## src/rtl/sobel_edge.sv

```systemverilog
// Sobel gradient magnitude and thresholded edge bit for a 3x3 pixel window, with column/row border suppression.
// Fixed 3-clock latency; valid bubbles pass through unchanged; no backpressure (one window per clock).
module sobel_edge #(
  parameter int COLS    = 640,
  parameter int ROWS    = 480,
  parameter int LATENCY = 3
) (
  input  logic        clock,
  input  logic        reset_n,
  input  logic        in_valid,
  input  logic        sof,
  input  logic [71:0] matrix,
  input  logic [7:0]  threshold,
  output logic        out_valid,
  output logic [7:0]  edge_mag,
  output logic        edge_bit
);

  localparam int CW = (COLS > 4) ? $clog2(COLS) : 2;
  localparam int RW = (ROWS > 4) ? $clog2(ROWS) : 2;
  localparam logic [CW-1:0] COL_LAST = CW'(COLS - 1);
  localparam logic [RW-1:0] ROW_LAST = RW'(ROWS - 1);

  typedef struct packed {
    logic [9:0] a;
    logic [9:0] b;
    logic [9:0] c;
    logic [9:0] d;
  } sums_t;

  typedef struct packed {
    logic [9:0] gx;
    logic [9:0] gy;
  } grad_t;

  // Weighted column/row sum p + 2*q + r; never exceeds 1020.
  function automatic logic [9:0] tap3(input logic [7:0] p, input logic [7:0] q, input logic [7:0] r);
    return {2'b00, p} + {1'b0, q, 1'b0} + {2'b00, r};
  endfunction

  function automatic logic [9:0] absdiff(input logic [9:0] p, input logic [9:0] m);
    logic [10:0] d;
    d = {1'b0, p} - {1'b0, m};
    return d[10] ? (m - p) : d[9:0];
  endfunction

  logic [8:0][7:0] z;
  assign z = matrix;

  // The centre tap never contributes to either gradient.
  logic unused_centre;
  assign unused_centre = ^z[4];

  logic [CW-1:0] col_cnt, cur_col, col_nxt;
  logic [RW-1:0] row_cnt, cur_row, row_nxt;
  logic          interior;

  always_comb begin
    cur_col = sof ? '0 : col_cnt;
    cur_row = sof ? '0 : row_cnt;
    col_nxt = cur_col + CW'(1);
    row_nxt = cur_row;
    if (cur_col == COL_LAST) begin
      col_nxt = '0;
      row_nxt = (cur_row == ROW_LAST) ? '0 : cur_row + RW'(1);
    end
    interior = (cur_col >= CW'(2)) && (cur_row >= RW'(2));
  end

  always_ff @(posedge clock or negedge reset_n) begin
    if (!reset_n) begin
      col_cnt <= '0;
      row_cnt <= '0;
    end else if (in_valid) begin
      col_cnt <= col_nxt;
      row_cnt <= row_nxt;
    end
  end

  logic [LATENCY-1:0] vld_pipe;

  always_ff @(posedge clock or negedge reset_n) begin
    if (!reset_n) begin
      vld_pipe <= '0;
    end else begin
      vld_pipe <= {vld_pipe[LATENCY-2:0], in_valid};
    end
  end

  assign out_valid = vld_pipe[LATENCY-1];

  sums_t s1_sums;
  logic  s1_int;

  always_ff @(posedge clock or negedge reset_n) begin
    if (!reset_n) begin
      s1_sums <= '0;
      s1_int  <= 1'b0;
    end else if (in_valid) begin
      s1_sums.a <= tap3(z[6], z[3], z[0]);
      s1_sums.b <= tap3(z[8], z[5], z[2]);
      s1_sums.c <= tap3(z[8], z[7], z[6]);
      s1_sums.d <= tap3(z[2], z[1], z[0]);
      s1_int    <= interior;
    end
  end

  // Gx = A - B and Gy = C - D, kept only as magnitudes.
  grad_t s2_grad;
  logic  s2_int;

  always_ff @(posedge clock or negedge reset_n) begin
    if (!reset_n) begin
      s2_grad <= '0;
      s2_int  <= 1'b0;
    end else if (vld_pipe[0]) begin
      s2_grad.gx <= absdiff(s1_sums.a, s1_sums.b);
      s2_grad.gy <= absdiff(s1_sums.c, s1_sums.d);
      s2_int     <= s1_int;
    end
  end

  logic [10:0] mag_sum;
  logic [7:0]  mag_sat;

  always_comb begin
    mag_sum = {1'b0, s2_grad.gx} + {1'b0, s2_grad.gy};
    mag_sat = (mag_sum > 11'd255) ? 8'hFF : mag_sum[7:0];
  end

  always_ff @(posedge clock or negedge reset_n) begin
    if (!reset_n) begin
      edge_mag <= '0;
      edge_bit <= 1'b0;
    end else if (vld_pipe[1]) begin
      edge_mag <= s2_int ? mag_sat : 8'd0;
      edge_bit <= s2_int && (mag_sat >= threshold);
    end
  end

endmodule
```

## config.mk

```make
export PLATFORM = sky130hd
export DESIGN_NAME = sobel_edge
export DESIGN_NICKNAME = d
export VERILOG_FILES = /design/src/rtl/sobel_edge.sv
export SDC_FILE = /design/constraint.sdc
export NUM_CORES = 1
export LEC_CHECK = 0
export BUFFER_PORTS_ARGS = -buffer_cell sky130_fd_sc_hd__clkbuf_2
export CORE_ASPECT_RATIO = 0.7
export CORE_MARGIN = 4
export CORE_UTILIZATION = 45
export CTS_BUF_LIST = sky130_fd_sc_hd__clkbuf_2 sky130_fd_sc_hd__clkbuf_4 sky130_fd_sc_hd__clkbuf_8
export CTS_CLUSTER_DIAMETER = 80
export DETAILED_ROUTE_END_ITERATION = 10
export PLACE_DENSITY_LB_ADDON = 0.25
export SLEW_MARGIN = 10
export SYNTH_ARGS = -nofsm -noshare
export SYNTH_HDL_FRONTEND = slang
export SYNTH_SLANG_ARGS = --single-unit
```

## constraint.sdc

```tcl
create_clock -name clock -period 4.4 [get_ports clock]
set_clock_uncertainty 0.15 [all_clocks]
set_input_delay 1.1 -clock clock [delete_from_list [all_inputs] [get_ports clock]]
set_output_delay 1.1 -clock clock [all_outputs]
set_load 0.005 [all_outputs]
```

==> results.ini <==
[sta]
fmax_ghz = 0.280
relSlewSlack_pct = 21.7
tns_ns = 0
worst_slew_pin_slew_ns = 1.18
hold_viol_final = 0
rsz0062_at_grt = no
finalSetupViolCount = 0
slew_violations = 0
fin_crit_sh_pct = 81.2
min_period_ns = 3.57
setup_slack_ns = 0.829

[grt]
track_usage_pct = 17.8
grt_pass1_vias = 5814
antenna_found_initial = 0
grt_pass1_wl_um = 28100
grt_start_max_net_pins = 73
grt-ovfl-total = 0

[hold_path]
holdCritStartpoint = col_cnt[0]$_DFFE_PN0P_
worstHoldPathType = flip-flop to flip-flop

[floorplan]
die_w_um = 165
dieArea_um2 = 19600
start_util_pct = 46.9
die_h_um = 118
design.core.area_um2 = 16600
io_pins = 94
rows = 39

[cts]
cts_root_buf = clkbuf_8
cts.path.max_buffers = 2
h-tree-depth = 3
post_cts_resize_count = 0
postCtsSetupRepairBufs = 0
hold_buffers = 0
cts_buffers = 9
cts.sinks = 93
clkLatencyLatePin_ns = 0.38
cts_tree = built
clk_pin_slew_ns = 0.08

[yosys]
synth.top_cells.by_area = dfrtp_1, ha_1, fa_1, mux2i_1, o21ai_0
synth_compound_area_share_pct = 17.1
synth_edf_count = 0
synth_top_family_by_area = adder cells
synth_area_leader_cell = dfrtp_1
synthCells = 827
ys_seq_area_share_pct = 29.8
avgSynthCellArea_um2 = 9.44
yosys-mux-area-fraction_pct = 5.18
syn-num-nets = 1044
ys_types = 65
synth_top_area_share_pct = 29.8
synth-xor-area-share_pct = 4.60
syn_area_um2 = 7810
synthAdderAreaFrac_pct = 24.9
synthArstFlopShare_pct = 100
ys_warn_count = 0
synth-simple-area-share_pct = 12.3
ys.flop_type = dfrtp_1
ys_ff_latch = 93

[critical_path]
cp_max_fo = 10
end_kind = flip-flop
slowest_stage = mux2_2
cp_num_buf_inv = 1
required_ns = 4.51
critical_path_class = flip-flop to flip-flop
arrival_ns = 3.68
critPathTopFamily = compound AO/OA/AOI/OAI gates
cp-start-kind = flip-flop
crit_chain = ha_1, inv_1, fa_1, nor2b_1, o21a_1, o21ai_1, a21oi_1, mux2_2, and2_1, ha_1, nand2b_1, a21oi_1, nor2b_1, o21ai_0, a211oi_1, a211oi_1, o21ai_0
max_stage_delay_ns = 0.43
reg2reg_from = s2_grad[0]$_DFFE_PN0P_
crit_start = s2_grad[0]$_DFFE_PN0P_

[layout]
drive_gt1_share_pct = 14.0
seq_area_um2 = 2330
fill_cells = 1568
antennaDiodeCount = 0
final_cell_area_um2 = 8580
final_nets = 1118
multiInputGateArea_um2 = 5000
stdcell_count = 1129
area_growth_pct = 9.86

[drt]
vias_per_cell = 5.22
drtIter0Drc = 321
drtPass1Iterations = 5
vias = 5894
wl_per_cell_um = 14.8
drc = 0
ant_nets = 0
drt_wl_total_um = 16700

[power]
p_clk_share_pct = 12.6
switching_share_pct = 42.9
internal_power_mw = 2.58
powerDensity_nw_per_um2 = 527
comb_power_share_pct = 60.6
p_seq_share_pct = 26.8
power.switching_mw = 1.94
vdd_drop_max_mv = 0.247
p_leak_nw = 4.20

[place]
hpwl_um = 13400
gp_congestion = 0.816
io_buffers = 85
dp_cells = 1115
dpl_worst_slack_ns = 0.578
dpl_cell_area_um2 = 8390

[job]
cap_viol_max_count = 0

[outcome]
status = finished, final reports clean

power by group through the flow:
stage | clock network [mW] | logic, mW | registers, mW
global placement | 0 | 2.70 | 1.22
detailed placement | 0 | 2.72 | 1.23
finish | 0.570 | 2.74 | 1.21
floorplan | 0 | 2.19 | 1.19
CTS | 0.591 | 2.74 | 1.21
global route | 0.627 | 3.12 | 1.24
layout by cell type (no fill, tap or decap), drive strengths merged, types with 3 or more instances in the layout:
cell	synthesis	layout
a211o	4	4
a211oi	4	4
a21boi	3	3
a21o	17	17
a21oi	61	61
a31o	7	7
a31oi	11	11
and2	4	4
and3	4	4
buf	10	6
clkbuf	16	96
dfrtp	93	93
fa	37	37
ha	96	96
inv	84	84
mux2	3	3
mux2i	37	37
nand2	64	64
nand2b	11	11
nand3	12	12
nand3b	7	7
nand4	5	5
nor2	36	36
nor2b	21	21
nor3	7	7
nor3b	4	4
nor4	5	5
o2111ai	4	4
o21a	5	5
o21ai	79	79
o2bb2ai	3	3
o31ai	4	4
or2	5	5
or3	3	3
xnor2	28	28
xor2	13	13
sequential cells by signal, summed over array words and instances, names as in the netlist:
signal    flops
s1_int        1
col_cnt      10
s2_int        1
s1_sums      40
edge_mag      8
row_cnt       9
edge_bit      1
s2_grad      20
vld_pipe      3
per-layer routing:
metal	track usage [%]	share of wire (%)	wire length, um
met1	28.6	55	9210
met4	3.45	0.84	140
met2	24.4	39	6450
met3	3.93	5.5	917
met5	0	0	0
synth_stat cells, drive strengths merged, types with 3 or more instances:
master,number
nor2,36
and2,4
and3,4
o2bb2ai,3
a31oi,11
a21o,17
clkbuf,16
nand3,12
nor3,7
nor3b,4
fa,37
or3,3
nor2b,21
a31o,7
a21oi,61
nand3b,7
o21ai,79
buf,10
dfrtp,93
nand2,64
ha,96
nand4,5
xor2,13
nand2b,11
xnor2,28
mux2,3
or2,5
nor4,5
inv,84
a211oi,4
a211o,4
mux2i,37
o21a,5
a21boi,3
o2111ai,4
o31ai,4
worst paths after layout:
check	depth (start not counted)	to	slack (ns)
max in group asynchronous	2	s1_sums[7]$_DFFE_PN0P_	2.68
min reg2reg	1	col_cnt[0]$_DFFE_PN0P_	0.37
min	1	col_cnt[0]$_DFFE_PN0P_	0.37
max reg2reg	17	edge_bit$_DFFE_PN0P_	0.83
max	17	edge_bit$_DFFE_PN0P_	0.83
min in group asynchronous	1	edge_mag[1]$_DFFE_PN0P_	0.71
cell families (layout without fill, tap and decap cells):
logic type,count (synthesis),in the layout
DFF,93,93
xor gates and xnor gates,41,41
muxes,40,40
AOI/OAI and AO/OA,217,217
and+or+nand+nor,192,192
buffers and inverters,111,188
adders and majority gates,133,133
final cells by class:
cell class / instances / area share [%]
Clock buffer: 12 / 1.78
Multi-Input combinational cell: 623 / 58.3
Timing Repair Buffer: 90 / 5.43
Clock inverter: 2 / 0.408
Tap cell: 225 / 3.28
Sequential cell: 93 / 27.1
Inverter: 84 / 3.68
through the flow:
step / util [%] / hold WS, ns / total power, mW
final: 51.5 / 0.370 / 4.52
after global routing: 51.5 / 0.399 / 4.99
after CTS: 51.5 / 0.373 / 4.54
after detailed placement: 50.4 / 0.348 / 3.95
after global placement: 50.4 / 0.344 / 3.92
after floorplan: - / 0.233 / 3.38
(Power assumes the default switching activity.)
